--- src/rtl/wb_core_arbiter_pkg.sv ---
// -----------------------------------------------------------------------------
// wb_core_arbiter_pkg
// Shared definitions for the dual-core Wishbone data-memory arbiter:
//   state_e          - arbiter FSM state encoding
//   ABORT_DATA       - load data returned on a bus error or timeout
//   DEFAULT_TIMEOUT  - default bus wait budget, in cycles after STB
// -----------------------------------------------------------------------------
package wb_core_arbiter_pkg;

  typedef enum logic [1:0] {
    ST_IDLE = 2'd0,
    ST_BUS  = 2'd1,
    ST_DONE = 2'd2
  } state_e;

  localparam logic [31:0] ABORT_DATA      = 32'hDEAD_BEEF;
  localparam int          DEFAULT_TIMEOUT = 255;

endpackage

--- src/rtl/rr_arb2.sv ---
// -----------------------------------------------------------------------------
// rr_arb2
// Two-way round-robin arbiter. The grant is combinational; only the
// last-grant pointer is registered.
// Ports:
//   clk     in   clock
//   rst     in   asynchronous active-low reset (last-grant -> port 1)
//   req     in   [1:0] request vector, bit N = port N
//   take    in   the current grant is accepted this cycle; updates pointer
//   gnt_id  out  index of the granted port (meaningful when req != 0)
// -----------------------------------------------------------------------------
module rr_arb2 (
  input  logic       clk,
  input  logic       rst,
  input  logic [1:0] req,
  input  logic       take,
  output logic       gnt_id
);

  logic last_q;
  logic last_d;

  always_comb begin
    gnt_id = 1'b0;
    last_d = last_q;
    case (req)
      2'b01:   gnt_id = 1'b0;
      2'b10:   gnt_id = 1'b1;
      // Contention: the port that was not granted last wins.
      2'b11:   gnt_id = ~last_q;
      default: gnt_id = 1'b0;
    endcase
    if (take && (req != 2'b00)) begin
      last_d = gnt_id;
    end
  end

  // Pointer resets to port 1 so port 0 wins the first contention.
  always_ff @(posedge clk or negedge rst) begin
    if (!rst) begin
      last_q <= 1'b1;
    end else begin
      last_q <= last_d;
    end
  end

endmodule

--- src/rtl/wb_core_arbiter.sv ---
// -----------------------------------------------------------------------------
// wb_core_arbiter
// Arbitrates two core data-memory ports onto a single Wishbone classic
// master. One access at a time: IDLE grants, BUS runs the Wishbone cycle,
// DONE returns a one-cycle ready pulse to the granted core.
// Parameters:
//   TIMEOUT  bus wait cycles after STB before a forced abort (1..65535)
// Ports:
//   clk, rst                     clock; asynchronous active-low reset
//   cN_req/we/addr/wdata/be      core N request (held until cN_ready)
//   cN_ready, cN_rdata           core N completion pulse and load data
//   wb_cyc_o/stb_o/we_o          Wishbone controls
//   wb_adr_o/dat_o/sel_o         Wishbone address, write data, byte select
//   wb_dat_i/ack_i/err_i         Wishbone slave response
//   bus_fault                    sticky error/timeout flag, cleared by reset
// -----------------------------------------------------------------------------
module wb_core_arbiter
  import wb_core_arbiter_pkg::*;
#(
  parameter int TIMEOUT = DEFAULT_TIMEOUT
) (
  input  logic        clk,
  input  logic        rst,
  input  logic        c0_req,
  input  logic        c0_we,
  input  logic [31:0] c0_addr,
  input  logic [31:0] c0_wdata,
  input  logic [3:0]  c0_be,
  output logic        c0_ready,
  output logic [31:0] c0_rdata,
  input  logic        c1_req,
  input  logic        c1_we,
  input  logic [31:0] c1_addr,
  input  logic [31:0] c1_wdata,
  input  logic [3:0]  c1_be,
  output logic        c1_ready,
  output logic [31:0] c1_rdata,
  output logic        wb_cyc_o,
  output logic        wb_stb_o,
  output logic        wb_we_o,
  output logic [31:0] wb_adr_o,
  output logic [31:0] wb_dat_o,
  output logic [3:0]  wb_sel_o,
  input  logic [31:0] wb_dat_i,
  input  logic        wb_ack_i,
  input  logic        wb_err_i,
  output logic        bus_fault
);

  localparam logic [16:0] TIMEOUT_L = 17'(TIMEOUT);

  state_e      state_q, state_d;
  logic        gnt_id_q, gnt_id_d;
  logic [15:0] cnt_q, cnt_d;
  logic        fault_q, fault_d;
  logic        we_q, we_d;
  logic [31:0] adr_q, adr_d;
  logic [31:0] wdat_q, wdat_d;
  logic [3:0]  sel_q, sel_d;
  logic [31:0] rdata_q, rdata_d;

  logic        arb_id;
  logic        take;
  logic        timeout_hit;
  logic        in_bus;
  logic        in_done;

  rr_arb2 u_arb (
    .clk    (clk),
    .rst    (rst),
    .req    ({c1_req, c0_req}),
    .take   (take),
    .gnt_id (arb_id)
  );

  // The counter holds the number of BUS cycles already elapsed, so the
  // abort fires at the end of the TIMEOUT-th STB cycle.
  assign timeout_hit = (({1'b0, cnt_q} + 17'd1) == TIMEOUT_L);

  always_comb begin
    state_d  = state_q;
    gnt_id_d = gnt_id_q;
    cnt_d    = cnt_q;
    fault_d  = fault_q;
    we_d     = we_q;
    adr_d    = adr_q;
    wdat_d   = wdat_q;
    sel_d    = sel_q;
    rdata_d  = rdata_q;
    take     = 1'b0;
    case (state_q)
      ST_IDLE: begin
        if (c0_req || c1_req) begin
          take     = 1'b1;
          gnt_id_d = arb_id;
          we_d     = arb_id ? c1_we    : c0_we;
          adr_d    = arb_id ? c1_addr  : c0_addr;
          wdat_d   = arb_id ? c1_wdata : c0_wdata;
          sel_d    = arb_id ? c1_be    : c0_be;
          cnt_d    = 16'd0;
          state_d  = ST_BUS;
        end
      end
      ST_BUS: begin
        // Error wins over a simultaneous ack; timeout takes the same path.
        if (wb_err_i || timeout_hit) begin
          rdata_d = ABORT_DATA;
          fault_d = 1'b1;
          state_d = ST_DONE;
        end else if (wb_ack_i) begin
          rdata_d = we_q ? 32'd0 : wb_dat_i;
          state_d = ST_DONE;
        end else begin
          cnt_d = cnt_q + 16'd1;
        end
      end
      ST_DONE: begin
        state_d = ST_IDLE;
      end
      default: begin
        state_d = ST_IDLE;
      end
    endcase
  end

  // Control state: cleared asynchronously so the bus drops at once on reset.
  always_ff @(posedge clk or negedge rst) begin
    if (!rst) begin
      state_q  <= ST_IDLE;
      gnt_id_q <= 1'b0;
      cnt_q    <= 16'd0;
      fault_q  <= 1'b0;
    end else begin
      state_q  <= state_d;
      gnt_id_q <= gnt_id_d;
      cnt_q    <= cnt_d;
      fault_q  <= fault_d;
    end
  end

  // Latched transaction payload: only observed through state-gated outputs.
  always_ff @(posedge clk) begin
    we_q    <= we_d;
    adr_q   <= adr_d;
    wdat_q  <= wdat_d;
    sel_q   <= sel_d;
    rdata_q <= rdata_d;
  end

  assign in_bus  = (state_q == ST_BUS);
  assign in_done = (state_q == ST_DONE);

  assign wb_cyc_o = in_bus;
  assign wb_stb_o = in_bus;
  assign wb_we_o  = in_bus & we_q;
  assign wb_adr_o = in_bus ? adr_q  : 32'd0;
  assign wb_dat_o = in_bus ? wdat_q : 32'd0;
  assign wb_sel_o = in_bus ? sel_q  : 4'd0;

  assign c0_ready = in_done & ~gnt_id_q;
  assign c1_ready = in_done &  gnt_id_q;
  assign c0_rdata = c0_ready ? rdata_q : 32'd0;
  assign c1_rdata = c1_ready ? rdata_q : 32'd0;

  assign bus_fault = fault_q;

endmodule

--- config.mk ---
export PLATFORM = sky130hd
export DESIGN_NAME = wb_core_arbiter
export DESIGN_NICKNAME = d
export VERILOG_FILES = /design/src/rtl/wb_core_arbiter_pkg.sv /design/src/rtl/rr_arb2.sv /design/src/rtl/wb_core_arbiter.sv
export SDC_FILE = /design/constraint.sdc
export NUM_CORES = 1
export LEC_CHECK = 0
export CORE_AREA = 2 2 135 137
export DETAILED_ROUTE_END_ITERATION = 10
export DIE_AREA = 0 0 137 139
export PLACE_DENSITY = 0.8
export SLEW_MARGIN = 15
export SYNTH_ARGS = -nofsm -noshare
export SYNTH_HDL_FRONTEND = slang
export SYNTH_HIERARCHICAL = 1
export SYNTH_SLANG_ARGS = --single-unit
export TNS_END_PERCENT = 50
--- constraint.sdc ---
create_clock -name clk -period 3.2 [get_ports clk]
set_input_delay 0.32 -clock clk [delete_from_list [all_inputs] [get_ports clk]]
set_output_delay 0.32 -clock clk [all_outputs]
set_load 0.01 [all_outputs]
# --- After elaboration in Yosys (flattened, before gate mapping) ---
# Index checks and enable logic that the tools add are counted.
totals:
  output_inout_bits: 138
  input_bits: 176
  ff_bits: 122
  wordCells: 60
op_classes:
  n_mux: 22
  n_reduce_logical: 12
  eq_ne: 9
  n_bitwise: 5
  addsub: 2
op_table:
  columns: ["op", "n"]
  rows:
  - ["32-bit two-way mux", 8]
  - ["16-bit two-way mux", 3]
  - ["16-bit one-hot mux with 2 select lines", 1]
  - ["16-bit by 1-bit adder with 17-bit output (second input constant)", 1]
  - ["17-bit by 8-bit == test with 1-bit output (second input constant)", 1]
  - ["16-bit by 1-bit adder with 16-bit output (second input constant)", 1]
  - ["4-bit two-way mux", 2]
  - ["2-bit AND reduction", 4]
  - ["2-bit == test (second input constant)", 3]
  - ["2-bit two-way mux", 3]
  - ["2-bit != test (second input constant)", 3]
  - ["2-bit nonzero test", 3]
  - ["2-bit one-hot mux with 2 select lines", 1]
  - ["4-bit AND reduction", 1]
  - ["1-bit AND", 3]
  - ["1-bit two-way mux", 3]
  - ["3-bit by 2-bit != test with 1-bit output (second input constant)", 1]
  - ["2-bit by 1-bit == test with 1-bit output (second input constant)", 1]
  - ["2-bit zero test", 1]
  - ["1-bit logical OR", 2]
  - ["1-bit NOT", 2]
  - ["1-bit one-hot mux with 2 select lines", 1]
  - ["1-bit logical AND", 1]

# --- Depth between registers and ports, before layout ---
# Gate-level depths: netlist of the first run.
logic_depth:
  ltp_word: 5
  mapped_depth: 10

# --- By module ---
# The synthesis of the first run kept the hierarchy.
by_module_without_submodules:
  columns: ["module", "cells_per_inst", "instances", "area_each_um2", "seq_area_each_um2"]
  rows:
  - ["wb_core_arbiter", 543, 1, 6387.4, 3533.4]
  - ["rr_arb2", 4, 1, 45.0, 26.3]

# --- Worst setup path before layout of the first run ---
# No wires, ideal clock.
synth_timing:
  path_kind: "register -> register"
  from: "reg cnt_q[8]"
  to: "reg rdata_q[0] (enable)"
  path_buffers: 0
  t_required_ns: 2.779
  t_arrival_ns: 3.175
  stages_incl_launch_ff: 8
  setup_slack_ns: -0.396
  path_cell_list: "dfrtp_1 -> nand4_2 -> or4_4 -> nor3_2 -> o21ai_2 -> nor3_4 -> nor3_1 -> nor2_1"
synth_via:
  elab_chain_len: 5
synth_lines:
  columns: ["item", "line", "rtl"]
  rows:
  - ["start, declared", "wb_core_arbiter.sv:54", "logic [15:0] cnt_q, cnt_d;"]
  - ["start signal, assigned", "wb_core_arbiter.sv:136", "cnt_q <= cnt_d;"]
  - ["16-bit by 1-bit adder with 17-bit output", "wb_core_arbiter.sv:78", "assign timeout_hit = (({1'b0, cnt_q} + 17'd1) == TIMEOUT_L);"]
  - ["17-bit by 8-bit == test with 1-bit output", "wb_core_arbiter.sv:78", null]
  - ["1-bit logical OR", "wb_core_arbiter.sv:106", "if (wb_err_i || timeout_hit) begin"]
  - ["2-bit nonzero test (no line)", null, null]
  - ["2-bit AND reduction (no line)", null, null]
  - ["end signal, assigned", "wb_core_arbiter.sv:147", "rdata_q <= rdata_d;"]
  - ["end, declared", "wb_core_arbiter.sv:60", "logic [31:0] rdata_q, rdata_d;"]
# Every way passes these cells.
# A chain may end at the register's enable or synchronous reset.

# --- Final worst setup path of the first run ---
layout_timing:
  from: "reg cnt_q[0]"
  to: "reg rdata_q[23] (enable)"
# The elaborated chain is that of the path after synthesis.

==> flow_summary.toml, run 1 <==
[outcome]
status = "finished, final reports clean"

[worst_setup_path]
reg2reg_depth = 8
r2r_end = "rdata_q[23]"
cp-start-kind = "flip-flop"
cp_max_fo = 32
end_kind = "flip-flop"
timing.rr.start = "cnt_q[0]"
cp.arrival_ps = 2950
crit_required_ps = 3280
critPathKind = "flip-flop to flip-flop"
reg2reg_slack_ps = 330

[placed_design]
dp_hpwl_um = 13300
port-buffer-count = 313
placed_cells = 1062
place.gp.congestion = 0.873
dpl_cell_area_um2 = 9840

[grt]
grt_use_met1_pct = 20.4
grt_use_met2_pct = 33.0
busiest_layer = "met2"
grt_pass1_wl_um = 26800
grt_max_degree = 73
antenna_found_initial = 0
grt_pass1_vias = 5037
grt_use_met3_pct = 6.83
grt_use_total_pct = 18.4
grt.overflow.total = 0

[power_and_ir_drop]
ir_worst_vdd_v = 0.000407
power.total_mw = 7.27
power_density_nw_per_um2 = 692
leakagePower_nw = 3.86

[yosys]
yosys_warnings = 6
synthesis.nets = 725
syn_area_um2 = 6430
ys_types = 53
ys_seq_area_share_pct = 55.3
synth_flop_cell = "edfxtp_1"
syn_inst = 547
synth-edff-count = 101
syn_avg_cell_area_um2 = 11.8
ys_seq_elements = 122
async_flop_share_pct = 17.2

[sta]
rsz0062_at_grt = "false"
fin_skew_ps = 11.1
final_hold_viol_count = 0
setup-violations-final = 0
clock.fmax_ghz = 0.348
post-route-min-period_ps = 2870
setup_tns_ps = 0
drv_slew = 0
hold_slack_ps = 449
post-route-period-util_pct = 89.8
slew_headroom_pct = 34.3
tightest_slew_ps = 982

[clocking]
clk_path_buf_depth = 2
cts_htree_levels = 4
cts_num_sinks = 122
clock_latency_ps = 410
cts_tree = "built"
numCtsBuffers = 17
cts-root-buf = "clkbuf_16"
path_clk_slew_ps = 60
ctsHoldBuffers = 0

[route]
drcViolationCount = 0
avgViaCountPerCell = 4.69
ant_nets = 0
wl_per_cell_um = 16.0
drtPass1Iterations = 4
postRouteWirelength_um = 17500
drt_first_iter_violations = 254
vias = 5149

[floorplan]
initial_core_util_pct = 36.4
die_x_um = 137
coreArea_um2 = 17700
num_io_pins = 314
die_h_um = 139
rows = 49
dieArea_um2 = 19000

[job]
cap_violations = 0

[final_layout]
n_antenna_cell = 0
areaGrowthSynthToFinish_pct = 63.2
drive_gt1_share_pct = 15.8
fin_cells = 1098
nets = 1034
fin_area_um2 = 10500
nFillCells = 1464

[hold_path]
hold_class = "primary input to asynchronous set/reset pin"
-- synthesized netlist by cell type, drive strengths merged, types with 3 or more instances --
master / instances / area [um2]
a21oi: 7 / 35.0
a31oi: 9 / 87.6
and2: 134 / 838
and3: 4 / 25.0
buf: 12 / 63.8
clkbuf: 29 / 111
dfrtp: 20 / 500
edfxtp: 101 / 3030
inv: 32 / 123
mux2: 70 / 788
nand2: 15 / 56.3
nand3: 10 / 50.1
nand4: 6 / 43.8
nor2: 10 / 40.0
nor3: 9 / 61.3
nor3b: 3 / 22.5
nor4: 3 / 18.8
nor4b: 9 / 78.8
o21ai: 35 / 179
-- per-layer routing --
layer,up-vias,routed length [um],share of wire (%)
met4,0,185,1.1
met1,2364,6630,38
li1,2549,-,-
met3,13,1460,8.3
met2,223,9260,53
met5,-,0,0
-- cells by family (layout without fill, tap and decap cells) --
kind of cell	count (synthesis)	after routing	share of synthesized area [%]
xor gates and xnor gates	4	4	0.545
AOI/OAI and AO/OA	65	65	6.61
DFF	122	122	55.3
adders and majority gates	2	2	0.389
buffers and inverters	73	395	4.63
and+or+nand+nor	210	210	20.1
muxes	71	71	12.4
-- sequential cells by signal, indices dropped and copies added, names as in the netlist --
signal	cells
adr_q	32
rdata_q	32
wdat_q	32
cnt_q	16
sel_q	4
state_q	2
bus_fault	1
gnt_id_q	1
u_arb/last_q	1
we_q	1
-- critical path: stages (launching register included) --
cell	delay [ps]
dfrtp_1	460
ha_1	290
nand4_1	270
nor4_1	320
o211ai_1	250
nor3_4	400
nor3_1	130
nor2_2	130
buf_6	280
-- worst max-delay path by stage --
| stage | depth (start not counted) | slack (ps) | start | endpoint |
|---|---|---|---|---|
| floorplan | 7 | 130 | cnt_q[8] | rdata_q[0] |
| global placement | 8 | 340 | cnt_q[0] | rdata_q[9] |
| detailed placement | 9 | 260 | cnt_q[0] | rdata_q[30] |
| CTS | 9 | 220 | cnt_q[0] | rdata_q[23] |
| global route | 8 | 20 | cnt_q[0] | rdata_q[23] |
| finish | 8 | 330 | cnt_q[0] | rdata_q[23] |
-- final cells by class --
cell class	instances	area [um2]	share of cell area [%]
inverters	32	123	1.17
flip-flops and latches	122	3560	33.9
repair buffers	331	3310	31.5
well taps	229	287	2.73
multi-input cells	352	2600	24.7
clock inverters	13	190	1.81
clock buffers	19	433	4.12
-- metrics by stage --
step                      utilization [%]  setup WS [ps]
final                                59.5            327
after detailed placement             55.7            258
after global routing                 59.5           23.5
after global placement               55.7            337
after floorplan                         -            125
after CTS                            59.2            221
-- repair_timing --
item                       CTS  global route
setup endpoints to repair    0            32
gates resized for setup      0             2
buffers inserted             0             4
hold endpoints to repair     0             0
-- cell usage in the layout (no fill, tap or decap), types with 3 or more instances in the layout --
master / instances
clkdlybuf4s50_1: 313
nand3_1: 10
bufinv_16: 4
o21ai_1: 11
o21ai_0: 23
inv_1: 29
nor4_1: 3
a31oi_2: 5
a31oi_1: 4
buf_4: 14
a21oi_1: 7
and2_1: 134
nand2_1: 15
edfxtp_1: 101
nand4_1: 5
nor3_1: 6
nor2_1: 8
dfrtp_1: 20
inv_6: 3
mux2_2: 70
and3_1: 4
clkbuf_16: 17
nor4b_1: 9
buf_12: 3
-- power by group --
part	total, mW	internal (mW)	switching [mW]
Clock	2.02	1.31	0.710
Combinational	2.73	1.46	1.27
Sequential	2.51	2.33	0.188
Total	7.27	5.10	2.17
Power figures use the tool's default switching activity.
==> inputs of run 2 (changes only) <==
--- a/config.mk
+++ b/config.mk
@@ -10,2 +10,3 @@
 export DIE_AREA = 0 0 137 139
+export GPL_TIMING_DRIVEN = 1
 export PLACE_DENSITY = 0.8
--- a/constraint.sdc
+++ b/constraint.sdc
@@ -3,2 +3,2 @@
 set_output_delay 0.32 -clock clk [all_outputs]
-set_load 0.01 [all_outputs]
+set_load 0.005 [all_outputs]
==> flow_summary.toml, run 2 (synthesized netlist as in run 1, its figures left out) <==
[outcome]
status = "finished, final reports clean"

[final_layout]
reg_top3 = "adr_q (32), rdata_q (32), wdat_q (32)"
n_antenna_cell = 0
drive_gt1_share_pct = 16.4
areaGrowthSynthToFinish_pct = 62.4
final_common_cell = "clkdlybuf4s50_1"
layout_common_cells = "clkdlybuf4s50_1, and2_1, edfxtp_1"
nets = 1037
fin_cells = 1101

[floorplan]
initial_core_util_pct = 36.4
coreArea_um2 = 17700
rows = 49
die_h_um = 139
num_io_pins = 314
dieArea_um2 = 19000
die_x_um = 137

[clocking]
clk_path_buf_depth = 2
path_clk_slew_ps = 60
cts-root-buf = "clkbuf_16"
cts_tree = "built"
cts_htree_levels = 4
cts_setup_buffers = 0
post_cts_resized = 0
ctsHoldBuffers = 0
numCtsBuffers = 17
clock_latency_ps = 410
cts_num_sinks = 122

[route]
ant_nets = 0
drcViolationCount = 0
drtPass1Iterations = 4
wl_per_cell_um = 15.7
drt_first_iter_violations = 155
avgViaCountPerCell = 4.66
vias = 5130
postRouteWirelength_um = 17300

[grt]
grt_max_degree = 73
antenna_found_initial = 0
grt_pass1_vias = 5042
grt_use_total_pct = 18.4
grt_pass1_wl_um = 27000
grt.overflow.total = 0

[worst_setup_path]
reg2reg_slack_ps = 290
crit_path_max_incr_delay_ps = 550
cp-start-kind = "flip-flop"
end_kind = "flip-flop"
timing.rr.start = "cnt_q[5]"
crit_chain = "nand4_2, or4_4, nor3_2, o21ai_2, nor3_4, nor3_1, nor2_4, buf_12"
r2r_end = "rdata_q[24]"
crit_slowest_cell = "or4_4"
reg2reg_depth = 8
crit_required_ps = 3310
cp.arrival_ps = 3020
critPathKind = "flip-flop to flip-flop"
cp_max_fo = 25

[sta]
tightest_slew_ps = 1010
drv_slew = 0
clock.fmax_ghz = 0.344
fin_skew_ps = 8.11
post-route-period-util_pct = 90.9
rsz0062_at_grt = "false"
post-route-min-period_ps = 2910
final_hold_viol_count = 0
setup-violations-final = 0
slew_headroom_pct = 32.2
setup_slack_ps = 292
setup_tns_ps = 0

[placed_design]
dp_hpwl_um = 13200
post-place-ws_ps = 215
place.gp.congestion = 0.888
port-buffer-count = 313
placed_cells = 1069

[power_and_ir_drop]
power_density_nw_per_um2 = 653
leakagePower_nw = 3.84
ir_worst_vdd_v = 0.000438

[hold_path]
hold_class = "primary input to asynchronous set/reset pin"

[job]
cap_violations = 0
run 2: worst max-delay path, delay by kind of cell, from the launching register on:
family          cells  cell delay, ps
buf+inv             1             220
flops               1             490
compound gates      1             130
simple gates        6            1760
run 2: metrics by stage:
stage	util, %	hold slack [ps]	area [um2]	power, mW
global route	59.2	523	10400	7.19
finish	59.2	475	10400	6.82
floorplan	-	24.4	6430	3.60
detailed placement	56.0	500	9890	5.15
CTS	59.1	494	10400	6.91
global placement	56.0	493	9890	5.12
run 2: power by group:
part | leakage [nW] | switching [mW] | internal [mW]
combinational | 2.34 | 1.09 | 1.47
clock | 0.264 | 0.741 | 1.00
sequential | 1.23 | 0.191 | 2.33
total | 3.84 | 2.03 | 4.79
run 2: final cells by class:
class	instances	area, um2
clock buffers	17	425
fillers	1486	7210
flip-flops and latches	122	3560
well taps	229	287
clock inverters	15	118
repair buffers	334	3330
multi-input cells	352	2610
inverters	32	123
run 2: how the worst max path moves through the flow:
stage | from | to | depth (start not counted)
2_1_floorplan | cnt_q[8] | rdata_q[0] | 7
3_3_place_gp | cnt_q[5] | rdata_q[23] | 8
6_report | cnt_q[5] | rdata_q[24] | 8
4_1_cts | cnt_q[5] | rdata_q[28] | 8
3_5_place_dp | cnt_q[0] | rdata_q[22] | 9
5_1_grt | cnt_q[0] | rdata_q[24] | 9
run 2: routing by layer:
layer	global-route usage, %	vias to the layer above	share of wire [%]
li1	-	2553	-
met1	20.3	2324	37
met2	33.5	234	53
met3	5.92	19	8.5
met4	5.37	0	1.2
met5	0	-	0
==> inputs of run 3 (changes only) <==
==> constraint.sdc (replaced) <==
create_clock -name clk -period 3.2 [get_ports clk]
set_input_delay 0.96 -clock clk [delete_from_list [all_inputs] [get_ports clk]]
set_output_delay 0.96 -clock clk [all_outputs]
set_load 0.005 [all_outputs]
==> flow_summary.toml, run 3 (synthesized netlist as in run 1, its figures left out) <==
[power_and_ir_drop]
pwr-share-seq_pct = 34.0
p_int_mw = 5.25
swShare_pct = 28.0
power_density_nw_per_um2 = 689
p_clk_share_pct = 29.8
leakagePower_nw = 3.89
ir_worst_vdd_v = 0.000416
power.total_mw = 7.29
switching_power_mw = 2.04
combPwrFrac_pct = 36.2

[placed_design]
port-buffer-count = 313
post-place-ws_ps = 487
place.gp.congestion = 0.904
placed_cells = 1067
dp_hpwl_um = 13400
dpl_cell_area_um2 = 9910

[grt]
grt_pass1_wl_um = 27500
grt_use_total_pct = 18.8
antenna_found_initial = 0
grt_pass1_vias = 5148
grt_max_degree = 73
grt.overflow.total = 0

[sta]
clock.fmax_ghz = 0.330
drv_slew = 0
hold_slack_ps = 494
setup_slack_ps = 172
rsz0062_at_grt = "false"
final_hold_viol_count = 0
slew_headroom_pct = 66.4
setup_tns_ps = 0
tightest_slew_ps = 499
setup-violations-final = 0
fin_skew_ps = 11.1
post-route-period-util_pct = 94.6
post-route-min-period_ps = 3030

[final_layout]
fin_cells = 1099
n_antenna_cell = 0
final_common_cell = "clkdlybuf4s50_1"
reg_top3 = "adr_q (32), rdata_q (32), wdat_q (32)"
areaGrowthSynthToFinish_pct = 64.5
fin_area_um2 = 10600
drive_gt1_share_pct = 16.0
layout_common_cells = "clkdlybuf4s50_1, and2_1, edfxtp_1"
nets = 1035
fin_util_pct = 59.9
nFillCells = 1466

[worst_setup_path]
cp-startpoint = "state_q[0]"
critPathKind = "flip-flop to output pin"
reg2reg_depth = 8
end_kind = "output pin"
r2r_end = "rdata_q[0]"
timing.rr.start = "cnt_q[3]"
crit_slowest_cell = "clkdlybuf4s50_1"
cp_max_fo = 27
crit_chain = "and3b_1, buf_12, and2_1, clkdlybuf4s50_1"
cp.arrival_ps = 2070
worstSetupEndpoint = "c1_rdata[16]"
cp-start-kind = "flip-flop"
crit_required_ps = 2240
crit_path_max_incr_delay_ps = 500
reg2reg_slack_ps = 450

[clocking]
cts_tree = "built"
path_clk_slew_ps = 60
clk_path_buf_depth = 2
cts-root-buf = "clkbuf_16"
numCtsBuffers = 17
cts_num_sinks = 122
post_cts_resized = 0
clock_latency_ps = 420
ctsHoldBuffers = 0
cts_setup_buffers = 0
cts_htree_levels = 4

[floorplan]
rows = 49
die_h_um = 139
num_io_pins = 314
die_x_um = 137
coreArea_um2 = 17700
dieArea_um2 = 19000
initial_core_util_pct = 36.4

[route]
avgViaCountPerCell = 4.76
vias = 5234
wl_per_cell_um = 16.3
drtPass1Iterations = 4
postRouteWirelength_um = 18000
drt_first_iter_violations = 204
drcViolationCount = 0
ant_nets = 0

[hold_path]
min-delay-start = "bus_fault"
hold_class = "flip-flop to flip-flop"

[job]
cap_violations = 0

[outcome]
status = "finished, final reports clean"
[run 3: power by group through the flow]
stage / clock (mW) / sequential (mW) / combinational [mW]
after floorplan: 0 / 2.46 / 1.14
after global placement: 0 / 2.50 / 2.64
after detailed placement: 0 / 2.52 / 2.68
after CTS: 2.20 / 2.49 / 2.69
after global routing: 2.26 / 2.53 / 2.85
final: 2.17 / 2.48 / 2.64
[run 3: worst max-delay path: cells and delay by family (launching register included)]
| family | cells | cell delay, ps |
|---|---|---|
| flops | 1 | 410 |
| simple gates | 2 | 560 |
| buf+inv | 2 | 690 |
[run 3: how the worst min path moves through the flow]
stage	endpoint	cells past startpoint	slack [ps]
2_1_floorplan	gnt_id_q	2	460
3_3_place_gp	bus_fault	1	480
3_5_place_dp	bus_fault	1	500
4_1_cts	bus_fault	1	510
5_1_grt	bus_fault	1	550
6_report	bus_fault	1	490
[run 3: final cells by class]
type	instances	area (um2)	area share, %
flip-flops and latches	122	3560	33.6
repair buffers	332	3350	31.7
multi-input cells	352	2590	24.5
clock buffers	20	457	4.32
well taps	229	287	2.71
clock inverters	12	209	1.98
inverters	32	123	1.16
[run 3: routing by layer]
layer,up-vias,part of all wire [%],track usage [%]
li1,2544,-,-
met1,2405,36,20.0
met2,252,52,33.1
met3,33,9.4,7.27
met4,0,2.8,7.60
met5,-,0,0
